[src/rtl/wb_port_arbiter.sv]
// Write-back port arbiter: shares the register file write port between the pipeline
// WB stage (priority) and debug register writes, with a bounded-wait forced debug slot.
//
//   state    | meaning
//   ST_IDLE  | no debug request is waiting
//   ST_WAIT  | debug request valid but denied, cnt tracks denied cycles
//   ST_FORCE | one-cycle pipeline stall, debug owns the write port
module wb_port_arbiter #(
  parameter int NB_DATA  = 32,
  parameter int NB_ADDR  = 5,
  parameter int MAX_WAIT = 4
) (
  input  logic               i_clk,
  input  logic               i_reset,
  input  logic               i_wb_reg_write,
  input  logic               i_wb_mem_to_reg,
  input  logic [NB_ADDR-1:0] i_wb_rd,
  input  logic [NB_DATA-1:0] i_data_alu,
  input  logic [NB_DATA-1:0] i_data_mem,
  input  logic               i_dbg_valid,
  input  logic [NB_ADDR-1:0] i_dbg_addr,
  input  logic [NB_DATA-1:0] i_dbg_data,
  output logic               o_dbg_ready,
  output logic               o_stall,
  output logic               o_rf_we,
  output logic [NB_ADDR-1:0] o_rf_addr,
  output logic [NB_DATA-1:0] o_rf_data,
  output logic               o_rf_src
);

  typedef enum logic [1:0] {
    ST_IDLE  = 2'd0,
    ST_WAIT  = 2'd1,
    ST_FORCE = 2'd2
  } state_t;

  localparam logic [3:0] CNT_LAST = 4'(MAX_WAIT - 1);

  state_t             state;
  logic [3:0]         cnt;
  logic               pipe_wr;
  logic               xfer;
  logic               denied;
  logic [NB_DATA-1:0] pipe_data;

  assign o_stall     = (state == ST_FORCE);
  // A pipeline write to r0 is no write at all, so the debug unit may take that slot.
  assign pipe_wr     = i_wb_reg_write && (i_wb_rd != '0) && !o_stall;
  assign o_dbg_ready = o_stall || !pipe_wr;
  assign xfer        = i_dbg_valid && o_dbg_ready;
  assign denied      = i_dbg_valid && !o_dbg_ready;
  assign pipe_data   = i_wb_mem_to_reg ? i_data_mem : i_data_alu;

  always_ff @(posedge i_clk) begin
    if (i_reset) begin
      state     <= ST_IDLE;
      cnt       <= '0;
      o_rf_we   <= 1'b0;
      o_rf_addr <= '0;
      o_rf_data <= '0;
      o_rf_src  <= 1'b0;
    end else begin
      cnt <= denied ? cnt + 4'd1 : 4'd0;

      case (state)
        ST_IDLE: begin
          // cnt is always zero here, so MAX_WAIT=1 forces on the first denial
          if (denied) state <= (cnt == CNT_LAST) ? ST_FORCE : ST_WAIT;
        end
        ST_WAIT: begin
          if (!denied)                state <= ST_IDLE;
          else if (cnt == CNT_LAST)   state <= ST_FORCE;
        end
        ST_FORCE: state <= ST_IDLE;
        default:  state <= ST_IDLE;
      endcase

      if (pipe_wr) begin
        o_rf_we   <= 1'b1;
        o_rf_addr <= i_wb_rd;
        o_rf_data <= pipe_data;
        o_rf_src  <= 1'b0;
      end else if (xfer) begin
        o_rf_we   <= (i_dbg_addr != '0);
        o_rf_addr <= i_dbg_addr;
        o_rf_data <= i_dbg_data;
        o_rf_src  <= 1'b1;
      end else begin
        o_rf_we   <= 1'b0;
      end
    end
  end

endmodule

[config.mk]
export PLATFORM = sky130hd
export DESIGN_NAME = wb_port_arbiter
export DESIGN_NICKNAME = d
export VERILOG_FILES = /design/src/rtl/wb_port_arbiter.sv
export SDC_FILE = /design/constraint.sdc
export NUM_CORES = 1
export LEC_CHECK = 0
export CORE_ASPECT_RATIO = 0.6
export CORE_MARGIN = 2
export CORE_UTILIZATION = 35
export DETAILED_ROUTE_END_ITERATION = 10
export PLACE_DENSITY_LB_ADDON = 0.2
export SLEW_MARGIN = 10
export SYNTH_ARGS = -nofsm -noshare
export SYNTH_HDL_FRONTEND = slang
export SYNTH_SLANG_ARGS = --single-unit
[constraint.sdc]
create_clock -name i_clk -period 2 [get_ports i_clk]
set_clock_uncertainty 0.2 [all_clocks]
set_input_delay 0.3 -clock i_clk [delete_from_list [all_inputs] [get_ports i_clk]]
set_output_delay 0.3 -clock i_clk [all_outputs]
set_load 0.01 [all_outputs]
==> Word-level counts from Yosys, hierarchy flattened <==
Index checks and enable logic that the tools add are counted.
{ "totals": {"ff_bits": 45, "latch_bits": 0, "ramBits": 0, "rom_bits": 0, "inputBits": 111, "wordCells": 40, "memories": 0} }
{ "op_classes": {"n_addsub": 1, "n_mul": 0, "n_div": 0, "order_cmp": 0, "n_eq_ne": 5, "shift": 0, "muxes": 12, "bitwise": 1, "reduce_logical": 15} }
{ "op_table": {"columns": ["cell", "count"], "rows": [
  ["32-bit 2-to-1 mux", 3],
  ["5-bit 2-to-1 mux", 2],
  ["5-bit nonzero test", 2],
  ["2-bit 2-to-1 mux", 4],
  ["4-bit by 1-bit adder with 4-bit output, second input constant", 1],
  ["4-bit by 2-bit equality test with 1-bit output, second input constant", 1],
  ["1-bit logical AND", 4],
  ["2-bit one-hot mux with 2 select lines", 1],
  ["2-bit OR reduction", 2],
  ["1-bit logical NOT", 3],
  ["3-bit != test, second input constant", 1],
  ["2-bit by 1-bit equality test with 1-bit output, second input constant", 1],
  ["2-bit equality test, second input constant", 1],
  ["2-bit logical NOT", 1],
  ["1-bit 2-to-1 mux", 2],
  ["2-bit != test, second input constant", 1],
  ["2-bit AND reduction", 1],
  ["2-bit nonzero test", 1],
  ["1-bit logical OR", 1],
  ["1-bit NOT", 1]
]} }

==> Longest topological paths before layout <==
{ "logic_depth": {"word_depth": 9, "ltp_mapped": 5, "depth_no_buf": 4} }

==> Worst setup path before layout <==
No wires, ideal clock.
{ "synth_path": {"kind": "input to register", "from": "in i_wb_rd[0]", "to": "reg o_rf_data[28]", "arrival_time_ns": 1.614, "required_time_ns": 1.677, "slack_ns": 0.063, "stages": 5, "n_path_buf": 1, "cell_sequence": "or4_4 -> o211a_4 -> clkinv_4 -> buf_8 -> mux2_1"} }
{ "synth_between": {"elab_chain_cells": 7, "word_cells_on_any_way": 8, "cone_classes": "mux (1); reduce/logical (7)"} }
{ "synth_lines": {"columns": ["item", "line_no", "text"], "rows": [
  ["from (decl)", "17", "input logic [NB_ADDR-1:0] i_wb_rd,"],
  ["5-bit nonzero test", "48", "assign pipe_wr = i_wb_reg_write && (i_wb_rd != '0) && !o_stall;"],
  ["1-bit logical AND (2 in series)", "48", null],
  ["1-bit logical NOT", "49", "assign o_dbg_ready = o_stall || !pipe_wr;"],
  ["1-bit logical OR", "49", null],
  ["named net o_dbg_ready", "23", "output logic o_dbg_ready,"],
  ["1-bit logical AND", "50", "assign xfer = i_dbg_valid && o_dbg_ready;"],
  ["2-bit nonzero test (no source line)", null, null],
  ["to (signal assigned)", "81", "o_rf_data <= pipe_data;"],
  ["to (signal assigned)", "86", "o_rf_data <= i_dbg_data;"],
  ["to (decl)", "27", "output logic [NB_DATA-1:0] o_rf_data,"]
]} }
The timed path passes the listed nets, and every way through them passes these cells.
A chain may end at the register's enable or synchronous reset.

==> Worst setup path in the final report <==
{ "layout_path": {"from": "in i_wb_rd[3]", "to": "reg o_rf_data[3]"} }
{ "layout_between": {"elab_chain_cells": 7, "word_cells_on_any_way": 8, "cone_classes": "mux (1); reduce/logical (7)"} }
{ "layout_lines": {"columns": ["item", "line_no"], "rows": [
  ["5-bit nonzero test (*)", "48"],
  ["1-bit logical AND (*) (2 in series)", "48"],
  ["1-bit logical NOT", "49"],
  ["1-bit logical OR", "49"],
  ["1-bit logical AND", "50"],
  ["2-bit nonzero test (no source line)", null]
]} }
Mark *: on every way between the ends. The rest lies on a longest branch, timed or not.

==> impl_metrics.csv <==
group,metric,value,unit
pwr,power_frac_clock,0.339,
pwr,swShare,0.239,
worst_setup_path,critPathKind,"primary input to register",
sta,final-setup-viol-count,0,
sta,max_slew.worst_pin.slew,0.256,ns
cells_and_area,n_fill_cell,640,
cts,ctsLongestPathBuffers,2,
sta,timing.max_slew.rel_slack,0.827,
cts,clk_latency,0.28,ns
cts,clk_pin_slew_worst_paths,0.06,ns
route,dr.max_layer_used,"met4",
route,routed_via_density,4.60,
route,antenna_left,0,
synthesis,synth.lib_cells_used.distinct,31,
die,core,7390,um^2
place,count_of_input_and_output_buffers,151,
cts,numClockSinks,45,
worst_setup_path,end_kind,"register",
pwr,vdd_ir_drop_max,0.365,mV
sta,grt_setup_unrepaired,"no",
synthesis,synth.avg_cell_area,10.0,um^2
cells_and_area,fin_util,0.617,
cells_and_area,final_layout_size_suffix_gt1_frac,0.145,
sta,period_needed,1.95,ns
cells_and_area,multi_input_area,1640,um^2
synthesis,synth.ff_latch_count,45,
cts,postCtsHoldBufs,0,
route,first_iter_violations,102,
pwr,switching_power,0.645,mW
pwr,power.sequential.fraction,0.370,
sta,final-max-slew-violation-count,0,
synthesis,syn_nets,382,
outcome,run_status,"finished clean",
route,dr_wl_met2,3290,um
worst_setup_path,cp.required,1.96,ns
worst_setup_path,critical_path.startpoint_type,"primary input",
synthesis,netlist_top_cells_area,"sky130_fd_sc_hd__dfxtp_1, sky130_fd_sc_hd__mux2i_1, sky130_fd_sc_hd__mux2_4",
pwr,leakage,2.02,nW
sta,fmax,513,MHz
cells_and_area,area_growth,68.1,%
synthesis,yosys.area.top_type,"sky130_fd_sc_hd__dfxtp_1",
place,detailed_place_hpwl,5810,um
route,drc,0,
cts,tritoncts,"built",
route,firstDrtPassIters,4,
grt,grt_first_pass_wirelength,12700,um
synthesis,synth_top_flop_cell,"sky130_fd_sc_hd__dfxtp_1",
die,design.die.area,8490,um^2
place,place.gp.congestion,0.846,
hold_path,worst_hold_path_type,"primary input to register",
cells_and_area,seq_area,901,um^2
cts,clockRootBuffer,"sky130_fd_sc_hd__clkbuf_16",
cts,cts_inserted_buffers,5,
route,routed_wirelength,7850,um
grt,first_global_vias,2458,
sta,period_share,0.975,
grt,global_route.usage.total,0.187,
synthesis,synth.cell_area,2710,um^2
synthesis,ys_seq_area_frac,0.332,
die,io_pins,152,
grt,residual_overflow_from_global_routing,0,
route,drt-met1-wl,3930,um
route,met3RoutedLength,572,um
sta,timing.setup.tns,0,ns
run,drv_cap,0,
grt,number_of_antenna_violations_at_the_first_check_in_global_routing,0,
synthesis,yosys.area.top_type_share,0.332,
route,route.detailed.wl_per_inst,14.9,um
synthesis,synth_enable_flop_cells,0,
route,via_count,2419,
die,die_w,118,um
cells_and_area,nNetsFinal,534,
synthesis,synth-async-reset-ratio,0,
cells_and_area,final-instance-count-excl-fill,526,
cts,htreeDepth,2,
die,floorplan.die.height,72.2,um
pwr,pd_cells,592,nW/um^2
die,initial_utilization,0.367,
worst_setup_path,worst_path_arrival_time,1.91,ns
pwr,internal-power,2.05,mW
cells_and_area,antenna_cells,0,
grt,grt_max_degree,62,
die,rows,24,
pwr,power.combinational.fraction,0.290,
synthesis,synthCells,270,
synthesis,synth_warnings,0,
place,place_inst,516,
worst_setup_path,critPathMaxFanout,7,
sta,timing_hold_violations_final,0,
routing by layer:
layer	vias up	global-route usage
met5	-	0
met4	0	0.0428
met3	7	0.0542
met2	94	0.289
met1	1086	0.260
li1	1232	-
final cells by class:
class,count,area share
timing repair buffer,166,0.373
clock inverter,2,0.00769
clock buffer,5,0.0275
multi-input combinational,200,0.361
tap,104,0.0286
inverter,4,0.00439
sequential,45,0.198
power by group through the flow:
| stage | Combinational, mW | Clock (mW) | Sequential, mW |
|---|---|---|---|
| after floorplan | 0.324 | 0 | 1.05 |
| after global placement | 0.760 | 0 | 1.02 |
| after detailed placement | 0.769 | 0 | 1.02 |
| after CTS | 0.789 | 0.941 | 1.00 |
| after global routing | 0.840 | 0.982 | 1.01 |
| final | 0.783 | 0.915 | 0.999 |
cell families after synthesis:
| kind of cell | synth area share |
|---|---|
| xor gates and xnor gates | 0.00646 |
| DFF | 0.332 |
| and+or+nand+nor | 0.139 |
| AOI/OAI and AO/OA | 0.0259 |
| buffers and inverters | 0.0623 |
| adders and majority gates | 0.00462 |
| muxes | 0.429 |
registers in the layout, indices dropped and copies added (netlist names):
signal / count
state: 2
o_rf_data: 32
cnt: 4
o_rf_addr: 5
o_rf_src: 1
o_rf_we: 1
layout by cell type, fill, tap and decap left out, types with 2 or more instances in the layout:
| cell type | instances |
|---|---|
| sky130_fd_sc_hd__clkdlybuf4s50_1 | 143 |
| sky130_fd_sc_hd__mux2i_1 | 69 |
| sky130_fd_sc_hd__nor2_1 | 68 |
| sky130_fd_sc_hd__dfxtp_1 | 45 |
| sky130_fd_sc_hd__mux2_4 | 31 |
| sky130_fd_sc_hd__buf_4 | 7 |
| sky130_fd_sc_hd__nor3_1 | 5 |
| sky130_fd_sc_hd__clkbuf_16 | 5 |
| sky130_fd_sc_hd__buf_12 | 5 |
| sky130_fd_sc_hd__nand2b_1 | 4 |
| sky130_fd_sc_hd__inv_1 | 3 |
| sky130_fd_sc_hd__nand2_1 | 3 |
| sky130_fd_sc_hd__buf_2 | 3 |
| sky130_fd_sc_hd__a32o_1 | 2 |
| sky130_fd_sc_hd__o211ai_1 | 2 |
| sky130_fd_sc_hd__dlygate4sd2_1 | 2 |
| sky130_fd_sc_hd__clkdlybuf4s15_1 | 2 |
| sky130_fd_sc_hd__buf_6 | 2 |
cell usage after synthesis, types with 2 or more instances:
master and n:
sky130_fd_sc_hd__nand2b_1 4, sky130_fd_sc_hd__mux2i_1 69, sky130_fd_sc_hd__buf_12 3, sky130_fd_sc_hd__nor2_1 68, sky130_fd_sc_hd__inv_1 3, sky130_fd_sc_hd__mux2_1 2, sky130_fd_sc_hd__nor3_1 5, sky130_fd_sc_hd__o211ai_1 2
sky130_fd_sc_hd__buf_2 8, sky130_fd_sc_hd__mux2_4 30, sky130_fd_sc_hd__a32o_1 2, sky130_fd_sc_hd__nand2_1 3, sky130_fd_sc_hd__dfxtp_1 45, sky130_fd_sc_hd__clkbuf_1 9
per-stage QoR:
step	setup WS [ns]	power [mW]	hold WS (ns)	area, um^2
6_report	0.0496	2.70	0.160	4560
5_1_grt	0.0136	2.83	0.178	4560
4_1_cts	0.0288	2.73	0.162	4560
3_5_place_dp	-0.624	1.79	0.258	4340
3_3_place_gp	-0.602	1.78	0.247	4340
2_1_floorplan	0.0628	1.37	0.229	2710
critical path: stages:
cell,delay [ns]
sky130_fd_sc_hd__dlygate4sd2_1,0.24
sky130_fd_sc_hd__or4_4,0.49
sky130_fd_sc_hd__o211a_4,0.26
sky130_fd_sc_hd__clkinv_4,0.06
sky130_fd_sc_hd__buf_8,0.13
sky130_fd_sc_hd__buf_12,0.13
sky130_fd_sc_hd__mux2_4,0.29
final timing paths:
check | from | end | slack (ns) | cells after the start
max reg2reg | state[0] | o_rf_data[3] | 0.37 | 6
min reg2reg | cnt[0] | cnt[0] | 0.27 | 1
max | i_wb_rd[3] | o_rf_data[3] | 0.05 | 7
min | i_reset | o_rf_we | 0.16 | 2
repair_timing:
action | CTS | global route
setup buffers | 2 | 0
cloned | 1 | 0
endpoints found under the hold margin | 0 | 0
gates resized for setup | 16 | 0
pin swaps | 2 | 2
endpoints found under the setup margin | 37 | 31
No activity file was read; power rests on OpenSTA's default activity.
